$ cat config.mk
export PLATFORM = sky130hd
export DESIGN_NAME = descrambler
export DESIGN_NICKNAME = d
export VERILOG_FILES = /design/src/rtl/pcs_pkg.sv /design/src/rtl/descrambler_core.sv /design/src/rtl/descrambler.sv
export SDC_FILE = /design/constraint.sdc
export NUM_CORES = 1
export LEC_CHECK = 0
export ABC_AREA = 1
export CAP_MARGIN = 20
export CORE_ASPECT_RATIO = 1.2
export CORE_MARGIN = 10
export CORE_UTILIZATION = 40
export CTS_CLUSTER_DIAMETER = 80
export DETAILED_ROUTE_END_ITERATION = 6
export PLACE_DENSITY = 0.75
export SLEW_MARGIN = 5
export SYNTH_ARGS = -nofsm -noshare
export SYNTH_HDL_FRONTEND = slang
export SYNTH_SLANG_ARGS = --single-unit
$ cat constraint.sdc
create_clock -name i_clock -period 3.1 [get_ports i_clock]
set_clock_uncertainty 0.15 [all_clocks]
set_input_delay 0.62 -clock i_clock [delete_from_list [all_inputs] [get_ports i_clock]]
set_output_delay 0.62 -clock i_clock [all_outputs]
set_load 0.02 [all_outputs]
$ cat src/rtl/pcs_pkg.sv
// Shared PCS definitions used by the 64b/66b scrambler and descrambler.
package pcs_pkg;

    // Block geometry
    localparam int NB_SCRAMBLER   = 58;
    localparam int NB_DATA_CODED  = 66;
    localparam int NB_DATA_TAGGED = 67;
    localparam int NB_SH          = 2;
    localparam int NB_PAYLOAD     = NB_DATA_CODED - NB_SH;

    // Polynomial 1 + x^39 + x^58, taps expressed as (delay - 1)
    localparam int TAP_A = 38;
    localparam int TAP_B = 57;

    // Tap positions inside a state register whose bit NB_SCRAMBLER-1 holds
    // the most recent bit and bit 0 the oldest.
    localparam int STATE_IDX_A = NB_SCRAMBLER - 1 - TAP_A;
    localparam int STATE_IDX_B = NB_SCRAMBLER - 1 - TAP_B;

    // Descrambled idle control block {sync, payload}
    localparam logic [NB_DATA_CODED-1:0] IDLE_BLOCK = 66'h21E00000000000000;

    // Tagged coded block as seen on the RX datapath
    typedef struct packed {
        logic                  tag;
        logic [NB_SH-1:0]      sh;
        logic [NB_PAYLOAD-1:0] payload;
    } tagged_block_t;

endpackage

$ cat src/rtl/descrambler_core.sv
// Combinational, fully unrolled self-synchronising descramble of one
// 64-bit payload. Bits are processed from 63 down to 0; the received
// (scrambled) bit is what enters the state, so any seed converges after
// NB_SCRAMBLER received bits.
module descrambler_core
    import pcs_pkg::*;
(
    input  logic [NB_SCRAMBLER-1:0] i_state,
    input  logic [NB_PAYLOAD-1:0]   i_data,
    output logic [NB_PAYLOAD-1:0]   o_data,
    output logic [NB_SCRAMBLER-1:0] o_state
);

    logic [NB_SCRAMBLER-1:0] w_shift;

    // Walk the payload MSB first, shifting each received bit into the state
    always_comb begin
        w_shift = i_state;
        o_data  = '0;
        for (int i = NB_PAYLOAD - 1; i >= 0; i--) begin
            o_data[i] = i_data[i] ^ w_shift[STATE_IDX_A] ^ w_shift[STATE_IDX_B];
            w_shift   = {i_data[i], w_shift[NB_SCRAMBLER-1:1]};
        end
        o_state = w_shift;
    end

endmodule

$ cat src/rtl/descrambler.sv
// RX 64b/66b descrambler. Descrambles the payload of untagged, non-bypass
// blocks, passes everything else through, tracks convergence and counts
// corrupted blocks while the idle test pattern is expected.
module descrambler
    import pcs_pkg::*;
#(
    parameter logic [NB_SCRAMBLER-1:0] SEED        = '0,
    parameter int                      LOCK_BLOCKS = 1,
    parameter int                      NB_ERR_CNT  = 16
)(
    input  logic                      i_clock,
    input  logic                      i_reset,
    input  logic                      i_enable,
    input  logic                      i_valid,
    input  logic                      i_bypass,
    input  logic                      i_idle_pattern_mode,
    input  logic                      i_clear_err,
    input  logic [NB_DATA_TAGGED-1:0] i_data,
    output logic [NB_DATA_TAGGED-1:0] o_data,
    output logic                      o_valid,
    output logic                      o_locked,
    output logic                      o_idle_error,
    output logic [NB_ERR_CNT-1:0]     o_idle_err_count
);

    // Lock counter sized to hold LOCK_BLOCKS
    localparam int               NB_LOCK  = (LOCK_BLOCKS < 1) ? 1 : $clog2(LOCK_BLOCKS + 1);
    localparam logic [NB_LOCK-1:0] LOCK_MAX = NB_LOCK'(LOCK_BLOCKS);

    // Datapath handshake: a block is consumed on any cycle with
    // i_enable & i_valid; there is no backpressure. o_valid marks the
    // cycle after a consumed block, when o_data carries its result.

    tagged_block_t           w_in;
    logic                    w_adv;
    logic [NB_PAYLOAD-1:0]   w_payload;
    logic [NB_SCRAMBLER-1:0] w_state_next;
    logic                    w_idle_mismatch;
    logic                    w_err;
    logic [NB_LOCK-1:0]      w_lock_cnt_next;
    logic                    w_err_cnt_full;

    logic [NB_SCRAMBLER-1:0]   r_state;
    logic [NB_DATA_TAGGED-1:0] r_data;
    logic                      r_valid;
    logic [NB_LOCK-1:0]        r_lock_cnt;
    logic                      r_locked;
    logic                      r_idle_error;
    logic [NB_ERR_CNT-1:0]     r_err_cnt;

    assign w_in = i_data;

    // Tagged blocks (alignment markers) are never scrambled: treat as bypass
    assign w_adv = i_enable & i_valid & ~i_bypass & ~w_in.tag;

    descrambler_core u_core (
        .i_state (r_state),
        .i_data  (w_in.payload),
        .o_data  (w_payload),
        .o_state (w_state_next)
    );

    assign w_idle_mismatch = ({w_in.sh, w_payload} != IDLE_BLOCK);
    // Only judge idle blocks once the state has converged
    assign w_err           = w_adv & i_idle_pattern_mode & r_locked & w_idle_mismatch;
    assign w_lock_cnt_next = (r_lock_cnt == LOCK_MAX) ? r_lock_cnt : r_lock_cnt + 1'b1;
    assign w_err_cnt_full  = &r_err_cnt;

    // Descrambler state: advances only when a payload is actually descrambled
    always_ff @(posedge i_clock) begin
        if (i_reset) begin
            r_state <= SEED;
        end else if (w_adv) begin
            r_state <= w_state_next;
        end
    end

    // Output register: descrambled or passed-through block, one cycle latency
    always_ff @(posedge i_clock) begin
        if (i_reset) begin
            r_data  <= '0;
            r_valid <= 1'b0;
        end else if (i_enable) begin
            r_valid <= i_valid;
            if (w_adv) begin
                r_data <= {w_in.tag, w_in.sh, w_payload};
            end else if (i_valid) begin
                r_data <= i_data;
            end
        end
    end

    // Lock tracking: counts descrambled blocks, saturating; only reset clears it
    always_ff @(posedge i_clock) begin
        if (i_reset) begin
            r_lock_cnt <= '0;
            r_locked   <= 1'b0;
        end else if (w_adv) begin
            r_lock_cnt <= w_lock_cnt_next;
            r_locked   <= (w_lock_cnt_next == LOCK_MAX);
        end
    end

    // Idle-pattern error pulse and saturating counter; clear beats increment
    always_ff @(posedge i_clock) begin
        if (i_reset) begin
            r_idle_error <= 1'b0;
            r_err_cnt    <= '0;
        end else if (i_enable) begin
            r_idle_error <= w_err;
            if (i_clear_err) begin
                r_err_cnt <= '0;
            end else if (w_err && !w_err_cnt_full) begin
                r_err_cnt <= r_err_cnt + 1'b1;
            end
        end
    end

    assign o_data           = r_data;
    assign o_valid          = r_valid;
    assign o_locked         = r_locked;
    assign o_idle_error     = r_idle_error;
    assign o_idle_err_count = r_err_cnt;

endmodule
-- Yosys cells after proc, flatten, opt, wreduce, memory -nomap -nowiden
Cells that the tools add are included.
- output and inout port bits: 86
- word-level logic and storage cells: 157
- flip-flop bits (word level): 144
- bits of input ports: 74
- mux-type cells: 5
- reductions and logical operators: 7
- $add $sub $neg: 2
- equality and inequality tests: 1
- bitwise operators: 136
- operators with widths (operator ; count):
    2-to-1 mux 67 bit ; 2
    bitwise XOR 1 bit ; 128
    != test 66 bit, second input constant ; 1
    2-to-1 mux 16 bit ; 2
    adder 16 x 1 -> 16 bit, second input constant ; 1
    AND reduction 16 bit ; 1
    AND 1 bit ; 6
    AND reduction 2 bit ; 2
    nonzero test 2 bit ; 2
    inverter 1 bit ; 2
    adder 1 bit, second input constant ; 1
    logical AND 1 bit ; 1
    logical NOT 1 bit ; 1
    2-to-1 mux 1 bit ; 1

-- Longest topological paths before layout
Gate-level depths: netlist of the first run.
- word-level depth: 9
- gate-level depth with buffers: 18
- mapped depth without buffers: 18

-- Hierarchy
Synthesis of the first run repeated with hierarchy kept, for this count alone.
- cells, all modules: 1489
- area total of the unflattened synthesis: 8873.5 um^2
- modules (own cells, without submodules) (module ; times used ; area an instance (um^2) ; seq. area each (um^2) ; cells each):
    descrambler ; 1 ; 6458.7 ; 2882.8 ; 925
    descrambler_core ; 1 ; 2414.8 ; 0.0 ; 564

-- Worst setup path before layout of the first run
No wires, ideal clock.
- path type: reg-to-reg
- start: register r_err_cnt[0] (netlist: o_idle_err_count[0])
- end: register r_err_cnt[2] (netlist: o_idle_err_count[2])
- required time: 2.834 ns
- slack: 0.913 ns
- setup time: 0.116 ns
- arrival: 1.922 ns
- stages on the path, launching flop included: 14
- buffers on the path: 1
- period minus slack after synthesis: 2.187 ns
- path through: dfxtp_1 ha_1 nand4_2 nor4_4 nand2_2 nor2_4 nand2_2 nor2_2 nand2_1 nand3_2 nand2_4 buf_6 a21oi_1 nor2_1
- cells in the longest elaborated chain, start to end: 5
- elaborated cells on any way between the ends: 8
- classes of those cells: add/sub (1); mux (2); reduce/logical (5)
- ends and longest elaborated chain (element ; RTL line ; source):
    from (decl) ; descrambler.sv:49 ; logic [NB_ERR_CNT-1:0] r_err_cnt;
    from (signal assigned) ; descrambler.sv:114 ; r_err_cnt <= r_err_cnt + 1'b1;
    parallel branches: the longest is 5 deep, another holds adder 16 x 1 -> 16 bit ; - ;
Parallel ways; which one is timed is not known. The select of a mux whose other input is x is not followed.
A chain may end at the register's enable or synchronous reset.

-- Final worst setup path of the first run
- start: input port i_data[42]
- end: register r_err_cnt[5] (netlist: o_idle_err_count[5])
- cells in the longest elaborated chain, start to end: 7
- elaborated cells on any way between the ends: 9
- classes of those cells: eq/ne (1); bitwise (5); reduce/logical (3)
- ends and longest elaborated chain (element ; RTL line ; source):
    from (decl) ; descrambler.sv:18 ; input logic [NB_DATA_TAGGED-1:0] i_data,
    bitwise XOR 1 bit (2 in series) ; descrambler_core.sv:21 ; o_data[i] = i_data[i] ^ w_shift[STATE_IDX_A] ^ w_shift[STATE_IDX_B];
    != test 66 bit (*) ; descrambler.sv:63 ; assign w_idle_mismatch = ({w_in.sh, w_payload} != IDLE_BLOCK);
    AND 1 bit (*) ; descrambler.sv:65 ; assign w_err = w_adv & i_idle_pattern_mode & r_locked & w_idle_mismatch;
    logical AND 1 bit (*) ; descrambler.sv:113 ; end else if (w_err && !w_err_cnt_full) begin
    nonzero test 2 bit (no line) (*) ; - ;
    AND reduction 2 bit (no line) (*) ; - ;
Mark *: on every way between the ends. The rest lies on a longest branch, timed or not.

==> results.yml, run 1 <==
place:
  dpl.hpwl_um: 21000
  place_inst: 1635
  place_congestion: 0.940
  placed_area_um2: 9880
  portBuffers: 159
  dpl_worst_slack_ns: -0.0505
setup_path:
  cpMaxStageDelayCell: "clkdlybuf4s50_1"
  reg2reg_from: "r_state[30]"
  r2r.worst_path.cells: 16
  endpoint_kind: "flop"
  path_cells: "clkdlybuf4s50_1, inv_1, nand2_1, nand2_1, nand2_1, nand2_1, nor2_1, nand2_1, nor2_1, nand2_1, nor2_1, nand3_1, nand3_2, nand2_4, buf_12, a21oi_1, nor2_1"
  cpMostUsedCell: "nand2_1"
  arrival_ns: 2.97
  crit_required_ns: 3.28
  cp_max_fo: 14
  rrSetupSlack_ns: 0.68
  worst-setup-path-type: "in -> reg"
  rr_endpoint: "o_idle_err_count[5]"
  cp_slowest_stage_delay_ns: 0.53
  cp-start-kind: "primary input"
detailed_routing:
  drc: 0
  viasPerCell: 5.30
  wirelength_um: 28100
  dr.first_iter.drc_count: 720
  via_count: 8844
  wl_per_cell_um: 16.9
  postRouteAntennaNets: 0
  first_pass_iters: 5
global_routing:
  antenna_found_initial: 0
  met2_usage: 0.340
  grt_max_degree: 82
  track_usage: 0.212
  grt_use_met3: 0.0582
  groute.layer.met1.usage: 0.256
  grt_overflow_total: 0
  grt_pass1_wl_um: 43900
  gr-max-usage-layer: "met2"
  grt_pass1_vias: 8375
clock_tree:
  numCtsBuffers: 17
  ctsRootBufferMaster: "clkbuf_16"
  clk_pin_slew_ns: 0.06
  clockBufferDepth: 2
  cts_tree: "done"
  cts_setup_buffers: 0
  cts_resized: 0
  clock_latency_ns: 0.44
  cts.sinks: 144
  ctsHoldBuffers: 0
  htreeDepth: 4
layout:
  drive_above_1_share: 0.0747
  nets: 1468
  final_area_um2: 10500
  fin_cells: 1668
  area_growth_pct: 31.3
  final_core_util: 0.535
yosys:
  ys_seq_area_frac: 0.362
  synthesis.instances: 1250
  syn_area_per_cell_um2: 6.37
  ys_types: 33
  syn_area_um2: 7960
  ys_async_sr_fraction: 0
  dominantRegCellSynth: "dfxtp_1"
  synth_edf_count: 0
  yosys_warnings: 0
  syn-num-nets: 1325
  synth-seq-cells: 144
floorplan:
  coreArea_um2: 19500
  ios: 160
  fp-row-count: 56
  dieArea_um2: 26000
  die_w_um: 149
  initial_core_util: 0.407
  die_h_um: 175
sta:
  final-max-slew-violation-count: 0
  period_share: 0.901
  relSlewSlack: 0.404
  final.setup.tns_ns: 0
  fin_crit_ns: 2.79
  clock.fmax_mhz: 358
  hold_viol: 0
  setup_violations: 0
  rsz0062_at_grt: "false"
  worst_slew_pin_slew_ns: 0.894
  setup_ws_ns: 0.307
  hold_slack_ns: 0.334
hold_path:
  whs_endpoint: "o_data[64]"
  min_path_type: "reg -> reg"
  hold_start: "o_data[64]"
  whs_path_depth: 2
pwr:
  power.leakage_nw: 4.36
  ir_drop_mv: 0.387
  pwr_density_cell_nw_per_um2: 478
  p_total_mw: 4.99
job:
  maxCapViolations: 0
run_status:
  status: "complete, no violations"
==> layout make-up <==
| type | count | area (µm²) |
|---|---|---|
| fillers | 1885 | 9090 |
| multi-input cells | 914 | 4330 |
| flip-flops and latches | 144 | 2880 |
| repair buffers | 188 | 1870 |
| inverters | 128 | 480 |
| clock buffers | 19 | 453 |
| well taps | 261 | 327 |
| clock inverters | 13 | 116 |
| diodes | 1 | 2.50 |
==> power breakdown <==
| group | internal (mW) | switching (mW) |
|---|---|---|
| Sequential | 1.94 | 0.0819 |
| Combinational | 0.393 | 0.557 |
| Clock | 1.10 | 0.921 |
| Total | 3.43 | 1.56 |
==> cells in the mapped netlist, types with 3 or more instances <==
| master | instances | area (µm²) |
|---|---|---|
| dfxtp_1 | 144 | 2880 |
| nand3_2 | 16 | 160 |
| nor2_2 | 3 | 18.8 |
| nand2_2 | 3 | 18.8 |
| a21oi_1 | 180 | 901 |
| nand3_1 | 81 | 405 |
| o21ai_0 | 66 | 330 |
| clkbuf_1 | 39 | 146 |
| nor3_1 | 51 | 255 |
| buf_2 | 17 | 85.1 |
| inv_1 | 121 | 454 |
| nand2_1 | 379 | 1420 |
| buf_6 | 3 | 33.8 |
| xor2_1 | 11 | 96.3 |
| or2_2 | 9 | 56.3 |
| a31oi_1 | 14 | 87.6 |
| buf_1 | 5 | 18.8 |
| nor2_1 | 67 | 251 |
| xnor2_1 | 16 | 140 |
| nand3b_1 | 4 | 30.0 |
| inv_2 | 6 | 22.5 |
==> layout by cell type (no fill, tap or decap), drive strengths merged <==
cell type | synthesis | final
a21oi | 180 | 180
a31oi | 14 | 14
buf | 25 | 30
clkbuf | 39 | 19
clkdlybuf4s50 | 0 | 158
clkinv | 1 | 3
clkinvlp | 0 | 2
dfxtp | 144 | 144
diode | 0 | 1
ha | 1 | 1
inv | 127 | 136
nand2 | 383 | 383
nand3 | 97 | 97
nand3b | 4 | 4
nand4 | 3 | 3
nor2 | 71 | 71
nor3 | 52 | 52
nor4 | 1 | 1
o211ai | 1 | 1
o21ai | 66 | 66
o21bai | 2 | 2
o221ai | 2 | 2
or2 | 9 | 9
or3 | 1 | 1
xnor2 | 16 | 16
xor2 | 11 | 11
==> logic make-up (layout without fill, tap and decap cells) <==
family	count (synthesis)	count (layout)	synth area share
xor gates and xnor gates	27	27	0.0297
AOI/OAI and AO/OA	265	265	0.171
other	0	1	0
DFF	144	144	0.362
and+or+nand+nor	621	621	0.340
adders and majority gates	1	1	0.00157
buffers and inverters	192	348	0.0961
==> registers in the layout, summed over array words and instances, names as in the netlist <==
| name | flops |
|---|---|
| r_state | 58 |
| o_idle_error | 1 |
| o_locked | 1 |
| o_valid | 1 |
| o_idle_err_count | 16 |
| o_data | 67 |
==> worst max-delay path by stage <==
stage                              from                    to  depth (start not counted)
floorplan           o_idle_err_count[0]   o_idle_err_count[2]                         13
global placement             i_data[42]   o_idle_err_count[7]                         17
detailed placement           i_data[42]   o_idle_err_count[1]                         17
CTS                          i_data[42]  o_idle_err_count[13]                         17
global route                 i_data[42]  o_idle_err_count[13]                         17
finish                       i_data[42]   o_idle_err_count[5]                         17
==> metal layers <==
metal,vias up,part of all wire,routed length (µm)
met1,4030,0.40,11300
met3,65,0.096,2690
met2,398,0.46,12900
li1,4351,-,-
met5,-,0,0
met4,0,0.043,1210
==> critical path, delay by kind of cell <==
family / cells / cell delay [ns]
AND/OR/NAND/NOR: 13 / 1.39
buffers and inverters: 3 / 0.83
AO/OA/AOI/OAI: 1 / 0.13
(Power assumes the default switching activity.)
==> inputs of run 2 (changes only) <==
ABC_AREA = not set   (was 1)
CTS_CLUSTER_SIZE = 40   (was not set)
==> results.yml, run 2 <==
detailed_routing:
  drc: 0
  dr.first_iter.drc_count: 641
  first_pass_iters: 7
  wirelength_um: 28800
  via_count: 8003
  wl_per_cell_um: 20.2
  postRouteAntennaNets: 0
  viasPerCell: 5.62
layout:
  multi_input_area_um2: 4650
  final-seq-area_um2: 2880
  nets: 1226
  n_fill_cell: 1826
  largest_register_ffs: 67
  layout_common_cells: "235 x nand2_1, 158 x clkdlybuf4s50_1, 144 x dfxtp_1"
  area_growth_pct: 36.0
  final_area_um2: 10700
  mostFrequentLayoutCell: "nand2_1"
  drive_above_1_share: 0.103
pwr:
  switching_power_mw: 1.28
  power.leakage_nw: 4.11
  clkPwrFrac: 0.402
  p_seq_frac: 0.412
  p_sw_frac: 0.267
  pwr_density_cell_nw_per_um2: 447
  internal-power_mw: 3.52
  ir_drop_mv: 0.381
  combPwrFrac: 0.186
sta:
  worst_slew_pin_slew_ns: 0.804
  setup_ws_ns: 0.162
  setup_violations: 0
  final-max-slew-violation-count: 0
  rsz0062_at_grt: "false"
  fin_crit_ns: 2.94
  relSlewSlack: 0.464
  hold_slack_ns: 0.302
  clock.fmax_mhz: 340
  period_share: 0.948
  hold_viol: 0
run_status:
  status: "complete, no violations"
floorplan:
  fp-row-count: 56
  dieArea_um2: 25700
  ios: 160
  die_h_um: 174
  coreArea_um2: 19500
  initial_core_util: 0.405
  die_w_um: 148
yosys:
  ys_types: 40
  synth-seq-cells: 144
  synth.most_common_cell: "nand2_1"
  dominantRegCellSynth: "dfxtp_1"
  synth_top_area_frac: 0.366
  synth.area.top_cells: "dfxtp_1 37%, nand2_1 11%, xnor3_1 10%"
  yosys.area.top_type: "dfxtp_1"
  synthesis.instances: 971
  syn-num-nets: 1046
  syn_area_per_cell_um2: 8.12
  synth_common_cells: "236 x nand2_1, 144 x dfxtp_1, 82 x nor2_1"
  yosys_warnings: 0
  syn_area_um2: 7880
  synth_edf_count: 0
  ys_seq_area_frac: 0.366
  ys_async_sr_fraction: 0
setup_path:
  cp-start-kind: "primary input"
  cpMaxStageDelayCell: "clkdlybuf4s50_1"
  path_cells: "clkdlybuf4s50_1, xnor2_1, xnor2_1, nor4_1, buf_4, and4_1, nand4_2, a211oi_2, buf_4, o21ai_1, o41ai_1"
  worst-setup-path-type: "in -> reg"
  endpoint_kind: "flop"
  crit_required_ns: 3.27
  arrival_ns: 3.10
  cp_max_fo: 14
  cp_slowest_stage_delay_ns: 0.51
clock_tree:
  ctsRootBufferMaster: "clkbuf_16"
  cts_setup_buffers: 0
  numCtsBuffers: 17
  cts.sinks: 144
  ctsHoldBuffers: 0
  cts_tree: "done"
  cts_resized: 0
  clk_pin_slew_ns: 0.06
  clockBufferDepth: 2
  clock_latency_ns: 0.43
  htreeDepth: 4
place:
  dpl.hpwl_um: 21200
  placed_area_um2: 10200
  place_congestion: 0.932
  dpl_worst_slack_ns: -0.207
  portBuffers: 159
global_routing:
  antenna_found_initial: 1
  grt_pass1_wl_um: 43800
  grt_max_degree: 126
  grt_pass1_vias: 7711
  track_usage: 0.216
  grt_overflow_total: 0
hold_path:
  min_path_type: "reg -> reg"
job:
  maxCapViolations: 0
==> run 2: changes by cell type in the layout (fill, tap and decap cells not counted), sizes merged, moves of 9 or more <==
cell	previous run	this run
nand2	383	236
inv	136	1
a21oi	180	72
nand3	97	10
buf	30	89
a221oi	0	57
xnor2	16	63
o21ai	66	30
xnor3	0	35
nor2	71	82
a31oi	14	4
nand4	3	13
and3	0	9
==> run 2: critical path, delay by kind of cell <==
family                 cells  cell delay (ns)
buffers and inverters      3             0.89
AND/OR/NAND/NOR            3             0.65
XOR/XNOR                   2             0.55
AO/OA/AOI/OAI              3             0.38
==> run 2: final timing paths <==
path / from / to / slack (ns) / cells after the start
max: i_data[56] / o_idle_err_count[12] / 0.16 / 11
min: o_data[66] / o_data[66] / 0.30 / 2
max reg2reg: r_state[38] / o_idle_err_count[12] / 0.32 / 10
min reg2reg: o_data[66] / o_data[66] / 0.30 / 2
==> run 2: area by class of cell <==
class / count / share of cell area
antenna: 1 / 0.000233
clock buffer: 25 / 0.0453
clock inverter: 5 / 0.00525
inverter: 1 / 0.000350
multi-input combinational: 740 / 0.434
sequential: 144 / 0.269
tap: 261 / 0.0305
timing repair buffer: 247 / 0.216
==> run 2: cell families (layout without fill, tap and decap cells) <==
logic type / Yosys count / in the layout / share of synthesized area
compound gates: 183 / 183 / 0.151
xor+xnor: 119 / 119 / 0.199
fa+ha+maj: 1 / 1 / 0.00159
buf+inv: 87 / 278 / 0.0457
flops: 144 / 144 / 0.366
other cells: 0 / 1 / 0
simple gates: 437 / 437 / 0.237
==> run 2: layer usage <==
layer	vias up	track usage	share of wire
met5	-	0	0
met4	0	0.0988	0.042
met3	69	0.0520	0.087
met2	439	0.345	0.47
met1	3782	0.268	0.40
li1	3713	-	-
==> run 2: through the flow <==
step	setup TNS, ns	power [mW]	cells	util
6_report	0	4.80	1424	0.550
5_1_grt	0	4.96	1424	0.550
4_1_cts	0	4.81	1423	0.550
3_5_place_dp	-2.82	2.90	1393	0.523
3_3_place_gp	-2.59	2.88	1393	0.523
2_1_floorplan	0	2.45	971	-
==> run 2: power by group through the flow <==
stage               clock network [mW]  logic [mW]  registers, mW
floorplan                            0       0.397           2.06
global placement                     0       0.871           2.01
detailed placement                   0       0.882           2.01
CTS                               1.95       0.887           1.97
global route                      2.03       0.948           1.98
finish                            1.93       0.893           1.98
